**config.mk**
```make
export PLATFORM = sky130hd
export DESIGN_NAME = lpddr2_avalon_bridge
export DESIGN_NICKNAME = d
export VERILOG_FILES = /design/src/rtl/lpddr2_avalon_bridge.sv
export SDC_FILE = /design/constraint.sdc
export NUM_CORES = 1
export LEC_CHECK = 0
export ABC_CLOCK_PERIOD_IN_PS = 5350
export BUFFER_PORTS_ARGS = -buffer_cell sky130_fd_sc_hd__buf_2
export CAP_MARGIN = 20
export CORE_MARGIN = 3
export CORE_UTILIZATION = 47
export DETAILED_ROUTE_END_ITERATION = 8
export GPL_TIMING_DRIVEN = 0
export PLACE_DENSITY = 0.78
export SLEW_MARGIN = 20
export SYNTH_ARGS = -nofsm -noshare
export SYNTH_HDL_FRONTEND = slang
export SYNTH_SLANG_ARGS = --single-unit
```
**constraint.sdc**
```tcl
create_clock -name clk -period 5.35 [get_ports clk]
set_clock_uncertainty 0.2 [all_clocks]
set_input_delay 1.07 -clock clk [delete_from_list [all_inputs] [get_ports clk]]
set_output_delay 1.07 -clock clk [all_outputs]
set_load 0.01 [all_outputs]
```
**src/rtl/lpddr2_avalon_bridge.sv**
```systemverilog
// lpddr2_avalon_bridge: converts the CPU's level-style single-word LPDDR2
// requests into one Avalon-MM transaction each, with a four-phase ack
// handshake, calibration gating and a read-response watchdog.
// Optional build macro: LPDDR2_RDCACHE_EN adds a single-entry read cache.
//
// state     | meaning
// ----------+-----------------------------------------------------------
// S_INIT    | waiting for controller calibration (local_init_done)
// S_IDLE    | capturing address/data, waiting for rreq or wreq
// S_WR_CMD  | avl_write asserted, waiting for avl_waitrequest low
// S_RD_CMD  | avl_read asserted, waiting for avl_waitrequest low
// S_RD_WAIT | read accepted, waiting for avl_rdata_valid or timeout
// S_DONE    | ack high, waiting for both requests to drop
module lpddr2_avalon_bridge #(
  parameter int ADDR_W         = 27,
  parameter int DATA_W         = 32,
  parameter int TIMEOUT_CYCLES = 1024
) (
  input  logic                clk,
  input  logic                rst,
  input  logic [ADDR_W-1:0]   address,
  input  logic [DATA_W-1:0]   write_data,
  input  logic                rreq,
  input  logic                wreq,
  output logic [DATA_W-1:0]   read_data,
  output logic                ack,
  output logic                busy,
  output logic                err,
  input  logic                local_init_done,
  output logic [ADDR_W-1:0]   avl_addr,
  output logic [DATA_W-1:0]   avl_wdata,
  output logic [DATA_W/8-1:0] avl_be,
  output logic [2:0]          avl_burstcount,
  output logic                avl_read,
  output logic                avl_write,
  input  logic                avl_waitrequest,
  input  logic [DATA_W-1:0]   avl_rdata,
  input  logic                avl_rdata_valid
);

  localparam int CNT_W = (TIMEOUT_CYCLES > 1) ? $clog2(TIMEOUT_CYCLES) : 1;
  localparam logic [CNT_W-1:0]  CNT_LAST  = CNT_W'(TIMEOUT_CYCLES - 1);
  localparam logic [DATA_W-1:0] ERR_WORD  = DATA_W'(32'hDEADBEEF);

  typedef enum logic [2:0] {
    S_INIT, S_IDLE, S_WR_CMD, S_RD_CMD, S_RD_WAIT, S_DONE
  } state_t;

  state_t           state;
  logic [CNT_W-1:0] tmo_cnt;

`ifdef LPDDR2_RDCACHE_EN
  logic [ADDR_W-1:0] cache_tag;
  logic [DATA_W-1:0] cache_data;
  logic              cache_valid;
`endif

  // Single-beat, full-word transfers only.
  assign avl_be         = '1;
  assign avl_burstcount = 3'd1;

  // Request sequencer: all Avalon and CPU-side outputs are registered here.
  always_ff @(posedge clk or posedge rst) begin
    if (rst) begin
      state     <= S_INIT;
      tmo_cnt   <= '0;
      read_data <= '0;
      ack       <= 1'b0;
      busy      <= 1'b1;
      err       <= 1'b0;
      avl_read  <= 1'b0;
      avl_write <= 1'b0;
      avl_addr  <= '0;
      avl_wdata <= '0;
`ifdef LPDDR2_RDCACHE_EN
      cache_tag   <= '0;
      cache_data  <= '0;
      cache_valid <= 1'b0;
`endif
    end else begin
      case (state)
        S_INIT: begin
          if (local_init_done) begin
            state <= S_IDLE;
            busy  <= 1'b0;
          end
        end
        S_IDLE: begin
          // Capture every cycle; the value seen on the request cycle sticks.
          avl_addr  <= address;
          avl_wdata <= write_data;
          if (wreq) begin
            state     <= S_WR_CMD;
            avl_write <= 1'b1;
            busy      <= 1'b1;
          end
`ifdef LPDDR2_RDCACHE_EN
          else if (rreq && cache_valid && (address == cache_tag)) begin
            state     <= S_DONE;
            read_data <= cache_data;
            ack       <= 1'b1;
            busy      <= 1'b1;
          end
`endif
          else if (rreq) begin
            state    <= S_RD_CMD;
            avl_read <= 1'b1;
            busy     <= 1'b1;
          end
        end
        S_WR_CMD: begin
          if (!avl_waitrequest) begin
            avl_write <= 1'b0;
            ack       <= 1'b1;
            state     <= S_DONE;
`ifdef LPDDR2_RDCACHE_EN
            if (cache_valid && (avl_addr == cache_tag))
              cache_data <= avl_wdata;
`endif
          end
        end
        S_RD_CMD: begin
          // A valid in the acceptance cycle cannot belong to this read.
          if (!avl_waitrequest) begin
            avl_read <= 1'b0;
            tmo_cnt  <= '0;
            state    <= S_RD_WAIT;
          end
        end
        S_RD_WAIT: begin
          if (avl_rdata_valid) begin
            read_data <= avl_rdata;
            ack       <= 1'b1;
            state     <= S_DONE;
`ifdef LPDDR2_RDCACHE_EN
            cache_tag   <= avl_addr;
            cache_data  <= avl_rdata;
            cache_valid <= 1'b1;
`endif
          end else if (tmo_cnt == CNT_LAST) begin
            read_data <= ERR_WORD;
            err       <= 1'b1;
            ack       <= 1'b1;
            state     <= S_DONE;
`ifdef LPDDR2_RDCACHE_EN
            cache_valid <= 1'b0;
`endif
          end else begin
            tmo_cnt <= tmo_cnt + CNT_W'(1);
          end
        end
        S_DONE: begin
          // Re-arm only after both requests drop, so a held level never repeats.
          if (!rreq && !wreq) begin
            ack   <= 1'b0;
            busy  <= 1'b0;
            state <= S_IDLE;
          end
        end
        default: state <= S_INIT;
      endcase
    end
  end

endmodule

```
* After elaboration in Yosys (flattened, before gate mapping) *
Cells that the tools add are included.

storage, ports and cells
  register bits = 109
  input bits = 98
  output and inout port bits = 103
  word-level logic and storage cells = 76

cells by class
  add/subtract/negate cells = 1
  equal/unequal tests = 17
  mux-type cells = 29
  bitwise operators = 1
  reduce and logical (&&, ||, !) cells = 18

operators by type and width
  operator                                             number
  two-way mux 32 bit                                   2
  two-way mux 10 bit                                   3
  two-way mux 3 bit                                    8
  case mux 10 bit (2 select lines)                     1
  != test 2 bit, second input constant                 9
  case mux 3 bit (6 select lines)                      1
  AND reduction 4 bit                                  4
  adder 10 x 1 -> 10 bit, second input constant        1
  equality test 10 bit, second input constant          1
  two-way mux 1 bit                                    10
  nonzero test 2 bit                                   4
  equality test 3 x 2 -> 1 bit, second input constant  2
  equality test 3 bit, second input constant           2
  != test 3 bit, second input constant                 2
  case mux 1 bit (3 select lines)                      2
  AND reduction 3 bit                                  2
  AND reduction 6 bit                                  1
  nonzero test 3 bit                                   2
  case mux 1 bit (2 select lines)                      2
  equality test 3 x 1 -> 1 bit, second input constant  1
  logical NOT 3 bit                                    1
  logical NOT 1 bit                                    2
  AND reduction 2 bit                                  1
  logical AND 1 bit                                    1
  inverter 1 bit                                       1

* Longest topological paths before layout *
Gate-level depths: netlist of the first run.

  depth in word-level cells = 4
  depth in mapped cells = 6
  depth with buffers taken out = 5

* Least setup slack after synthesis of the first run *
No wires, ideal clock.

  path kind = input to register
  start point = input port avl_rdata_valid
  end point = register tmo_cnt[7]
  library setup time = 126 ps
  arrival time = 1898 ps
  required time = 5024 ps
  slack = 3126 ps
  stages on the path = 4
  buffers on the path = 0
  cells stage by stage = nor4b_4 -> o31ai_2 -> and3_1 -> a311o_1

between the ends
  cells in the longest elaborated chain, start to end = 2

ends and longest elaborated chain
  what                           line  source
  from (decl)                    38    input logic avl_rdata_valid
  != test 2 bit (no line)        n/a
  AND reduction 4 bit (no line)  n/a
  to (signal assigned)           149   tmo_cnt <= tmo_cnt + CNT_W'(1);
  to (decl)                      50    logic [CNT_W-1:0] tmo_cnt;

Every way passes these cells.
A chain may end at the register's enable or synchronous reset.

* Worst setup path in the final report of the first run *
  start point = register busy
  end point = output port busy

RTL lines
  what                    line  source
  from (decl)             27    output logic busy,
  from (signal assigned)  69    busy <= 1'b1;
  from (signal assigned)  85    busy <= 1'b0;
  from (signal assigned)  95    busy <= 1'b1;

No word-level cell between the ends.

==> results of run 1 <==
==> placed cells by master, fill, tap and decap left out, drive strengths merged, types with 4 or more instances in the layout <==
cell type / instances
nand2: 11
nand3: 10
a22o: 10
o21ai: 7
nand2b: 4
mux2: 59
nor2: 9
dfrtp: 108
conb: 7
o22a: 26
buf: 217
nor3: 6
a21oi: 6
inv: 8
clkbuf: 10
==> flip-flops by register name, indices dropped and copies added, names as in the netlist <==
signal	flops
ack	1
avl_addr	27
avl_read	1
avl_wdata	32
avl_write	1
busy	1
err	1
read_data	32
state	3
tmo_cnt	10
==> through the flow <==
step	cells	area [sq um]	hold slack, ns	utilization, %	setup WS, ns
finish	657	5840	0.263	65.0	3.04
global route	657	5840	0.297	65.0	2.99
CTS	657	5840	0.274	65.0	3.02
detailed placement	641	5650	0.251	62.9	2.83
global placement	640	5620	0.239	62.6	0.137
floorplan	321	4490	0.288	-	1.21
==> power by group <==
group / switching, W / total [W] / internal (W) / leakage [nW]
sequential: 0.000194 / 0.00141 / 0.00122 / 1.29
clock: 0.000283 / 0.000474 / 0.000191 / 0.0996
combinational: 0.000744 / 0.00156 / 0.000816 / 1.42
==> layer usage <==
layer  share of wire [%]  GRT usage, %
met1                  41          24.2
met2                  50          32.4
met3                 5.9          4.42
met4                 2.9          7.22
met5                   0             0
==> layout make-up <==
class	count	area [sq um]
Buffer	23	200
Multi-Input combinational cell	185	1550
Inverter	4	20.0
Clock buffer	10	138
Timing Repair Buffer	194	993
Fill cell	723	3140
Sequential cell	109	2730
Tap cell	126	158
Clock inverter	6	51.3
==> cells by family (layout without fill, tap and decap cells) <==
logic type               count (synthesis)  count (layout)  synth area share [%]
AND/OR/NAND/NOR                         52              52                  7.08
adder cells (fa/ha/maj)                  1               1                 0.280
other                                    2               7                 0.168
buffers and inverters                   27             237                  4.81
XOR/XNOR                                 2               2                 0.392
multiplexers                            59              59                  14.9
AO/OA/AOI/OAI                           64              64                  11.4
flip-flops                             109             109                  61.0
==> how the worst max path moves through the flow <==
stage,cells after the start,startpoint,end
floorplan,1,rst,ack
global placement,2,rst,avl_addr[0]
detailed placement,6,avl_rdata_valid,tmo_cnt[9]
CTS,1,busy,busy
global route,1,busy,busy
finish,1,busy,busy
==> impl_metrics.ini, run 1 <==
[critical_path]
critPathMaxStageDelay_ns = 0.56
start_kind = register
crit_family = flip-flops
regToRegStartpoint = tmo_cnt[0]
r2r_slack_ns = 3.42
required_ns = 4.08
critPathCaptureType = output pin
worstPathCellList = buf_2
slowest_stage = dfstp_2
rr_worst_depth = 5
cp.arrival_ns = 1.04
cp.buffers_inverters = 1
reg2reg_to = read_data[20]
critPathKind = reg2out
worstPathMaxFanout = 4

[global_route]
grt_pass1_vias = 3332
grt_max_degree = 57
antenna_found_initial = 0
grt_pass1_wl_mm = 17.0
grt-ovfl-total = 0
grt_util_all_layers_pct = 19.2

[placed_design]
numPortBuffers = 193
place.detailed.hpwl_mm = 7.85
place_congestion = 0.838

[clock_tree]
cts_tree = done
cts_num_sinks = 109
cts.path.max_buffers = 2
root_buffer = clkbuf_8
cts_resized = 0
cts_made_buffers = 9
postCtsHoldBufs = 0
h-tree-depth = 3
postCtsSetupBuffers = 0
clk_latency_ns = 0.34
path_clk_slew_ns = 0.10

[synthesis]
synth-edff-count = 0
synth_cell_types = 49
synth.top_cell.area_share_pct = 60.4
syn_avg_cell_area_sq_um = 14.2
synth_seq_area_share_pct = 61.0
synthArstFlopShare_pct = 100
ys_top_cells_by_area = dfrtp_1 (60%), mux2_2 (15%), o22a_1 (5.1%)
synth_warnings = 0
synth_seq_cells = 109
post-synth-top-count-cell = dfrtp_1
synth.largest_area_cell = dfrtp_1
synth_area_sq_mm = 0.00447
synth_common_cells = dfrtp_1 (108), mux2_2 (59), o22a_1 (26)
synth_ff_type = dfrtp_1
netlist_instances = 316

[job]
max_cap_viol_count = 0

[drt]
wl_mm = 10.1
drc = 0
wire_per_inst_um = 15.4
drt_iter0_drc = 116
antenna_left = 0
dr.pass1.iters = 4
viasPerCell = 5.01
dr_total_vias = 3293

[sta]
final.setup.tns_ns = 0
relSlewSlack_pct = 61.4
period_share_pct = 43.2
fin_crit_ns = 2.31
hold_violations = 0
worst_pin_slew_ns = 0.575
fmax_mhz = 433
slew_violations = 0
setup_viol = 0
grt_setup_unrepaired = false

[power]
power_w = 0.00345
leakagePower_nw = 2.82
powerDensity_mw_per_mm2 = 591
vdd_ir_drop_max_v = 0.000300

[final_layout]
area_growth_pct = 30.5
drive_gt1_share_pct = 57.4
num_antenna_cells = 0
fin_nets = 625

[worst_hold_path]
hp-class = reg2reg
hold_depth = 1
holdCritStartpoint = err
min_to = err

[die]
core_area_sq_mm = 0.00898
die_height_um = 104
fp.dieW_um = 104
start_util_pct = 49.8
ios = 201
rows = 34
die_area_sq_mm = 0.0107

[run_status]
status = completed
No activity file was read; power rests on OpenSTA's default activity.
==> run 2: changes to the inputs <==
- ABC_CLOCK_PERIOD_IN_PS: 5350 -> 2300
- clock period: 5.35 -> 2.3 ns (I/O delays scaled with it)
==> run 2 against run 1 <==
Core utilization rose by 0.29 points. Combinational power rose by 130%. Setup slack worse by 2.8 ns. Total power grew 130%. Critical path depth is 5 higher. Largest cell class unchanged. Die area did not move. Register-to-register slack got worse by 3.2 ns. Count of clock-buffer cells in the layout is the same. Critical endpoint is now state[0]. Largest power group unchanged. Hold slack got worse by 0.13 ns. Routed wire length up 2.2%.
==> impl_metrics.ini, run 2 (synthesized netlist as in run 1, its figures left out) <==
[final_layout]
final_common_cell = buf_2
final_cells = 659
area_growth_pct = 31.1
final_cell_mix = buf_2 (197), dfrtp_1 (108), mux2_2 (59)
final_core_util_pct = 65.3
num_antenna_cells = 0
fillerInstances = 702
top_regs = avl_wdata x32, read_data x32, avl_addr x27
drive_gt1_share_pct = 57.4
fin_nets = 628

[clock_tree]
postCtsSetupBuffers = 0
cts_made_buffers = 9
cts_resized = 0
path_clk_slew_ns = 0.10
cts.path.max_buffers = 2
clk_latency_ns = 0.35
root_buffer = clkbuf_8
cts_num_sinks = 109
cts_tree = done
h-tree-depth = 3
postCtsHoldBufs = 1

[critical_path]
required_ns = 2.38
r2r_slack_ns = 0.27
regToRegStartpoint = tmo_cnt[0]
start_kind = register
critPathMaxStageDelay_ns = 0.48
critPathKind = reg2reg
critPathCaptureType = register
worstPathCellList = ha_1, nand3_2, o31ai_2, buf_6, o21ai_0, a21oi_1
worstPathMaxFanout = 10
crit_start = tmo_cnt[0]
timing.critical_path.to = state[0]
reg2reg_to = state[0]
cp.arrival_ns = 2.11
rr_worst_depth = 6
slowest_stage = o31ai_2

[drt]
viasPerCell = 5.00
dr_total_vias = 3296
drt_iter0_drc = 83
drc = 0
wire_per_inst_um = 15.7
wl_mm = 10.3
antenna_left = 0
dr.pass1.iters = 4

[worst_hold_path]
hp-class = in2reg

[sta]
period_share_pct = 88.3
worst_pin_slew_ns = 0.597
whs_ns = 0.130
setup_viol = 0
hold_violations = 0
grt_setup_unrepaired = false
fin_crit_ns = 2.03
fmax_mhz = 492
slew_violations = 0
relSlewSlack_pct = 60.0
final.setup.tns_ns = 0

[global_route]
grt-ovfl-total = 0
grt_pass1_wl_mm = 17.0
grt_util_all_layers_pct = 19.4
grt_max_degree = 32
antenna_found_initial = 0
grt_pass1_vias = 3367

[die]
die_area_sq_mm = 0.0107
die_height_um = 104
core_area_sq_mm = 0.00898
ios = 201
start_util_pct = 49.8
rows = 34
fp.dieW_um = 104

[placed_design]
place_congestion = 0.843
dp_cells = 643
numPortBuffers = 193
place.detailed.hpwl_mm = 8.18

[power]
powerDensity_mw_per_mm2 = 1360
vdd_ir_drop_max_v = 0.000690
leakagePower_nw = 2.81

[run_status]
status = completed

[job]
max_cap_viol_count = 0
-- run 2: cell count changes in the layout (fill, tap and decap cells not counted), sizes merged --
cell / before / now
clkinv: 2 / 1
buf: 217 / 219
dlygate4sd3: 0 / 1
inv: 8 / 4
clkinvlp: 0 / 4
-- run 2: cell type report --
| class | instances | area (sq um) | area share, % |
|---|---|---|---|
| clock buffers | 10 | 138 | 2.35 |
| well taps | 126 | 158 | 2.69 |
| inverters | 4 | 18.8 | 0.320 |
| plain buffers | 23 | 200 | 3.41 |
| flip-flops and latches | 109 | 2730 | 46.5 |
| repair buffers | 197 | 1040 | 17.7 |
| clock inverters | 5 | 36.3 | 0.619 |
| multi-input cells | 185 | 1550 | 26.4 |
-- run 2: how the worst min path moves through the flow --
stage / start / endpoint / slack, ns / depth (start not counted)
after CTS: avl_rdata[1] / read_data[1] / 0.11 / 2
after floorplan: tmo_cnt[9] / tmo_cnt[9] / 0.29 / 1
final: avl_rdata[3] / read_data[3] / 0.13 / 2
after global routing: address[19] / avl_addr[19] / 0.11 / 2
after global placement: err / err / 0.24 / 1
after detailed placement: err / err / 0.26 / 1
-- run 2: where the power goes --
part | internal (W) | leakage [nW] | total (W) | switching [W]
clock | 0.000420 | 0.0808 | 0.00103 | 0.000610
sequential | 0.00284 | 1.29 | 0.00331 | 0.000471
combinational | 0.00190 | 1.44 | 0.00363 | 0.00173
total | 0.00516 | 2.81 | 0.00797 | 0.00281
-- run 2: per-stage QoR --
step	setup WS, ns	area, sq um	total power (W)
6_report	0.269	5860	0.00797
5_1_grt	0.115	5860	0.00851
4_1_cts	0.288	5860	0.00808
3_5_place_dp	0.313	5680	0.00705
3_3_place_gp	-0.318	5620	0.00686
2_1_floorplan	0.325	4500	0.00563
-- run 2: critical path, delay by kind of cell (launching register included) --
kind / cells / cell delay (ns)
compound gates: 3 / 0.71
flops: 1 / 0.42
fa+ha+maj: 1 / 0.23
buf+inv: 1 / 0.20
simple gates: 1 / 0.18
-- run 2: layer usage --
metal	vias up	wire [um]	track usage (%)
met5	-	0	0
met3	22	642	4.17
met2	131	5200	32.7
met4	0	265	7.41
met1	1586	4240	24.6
li1	1557	-	-
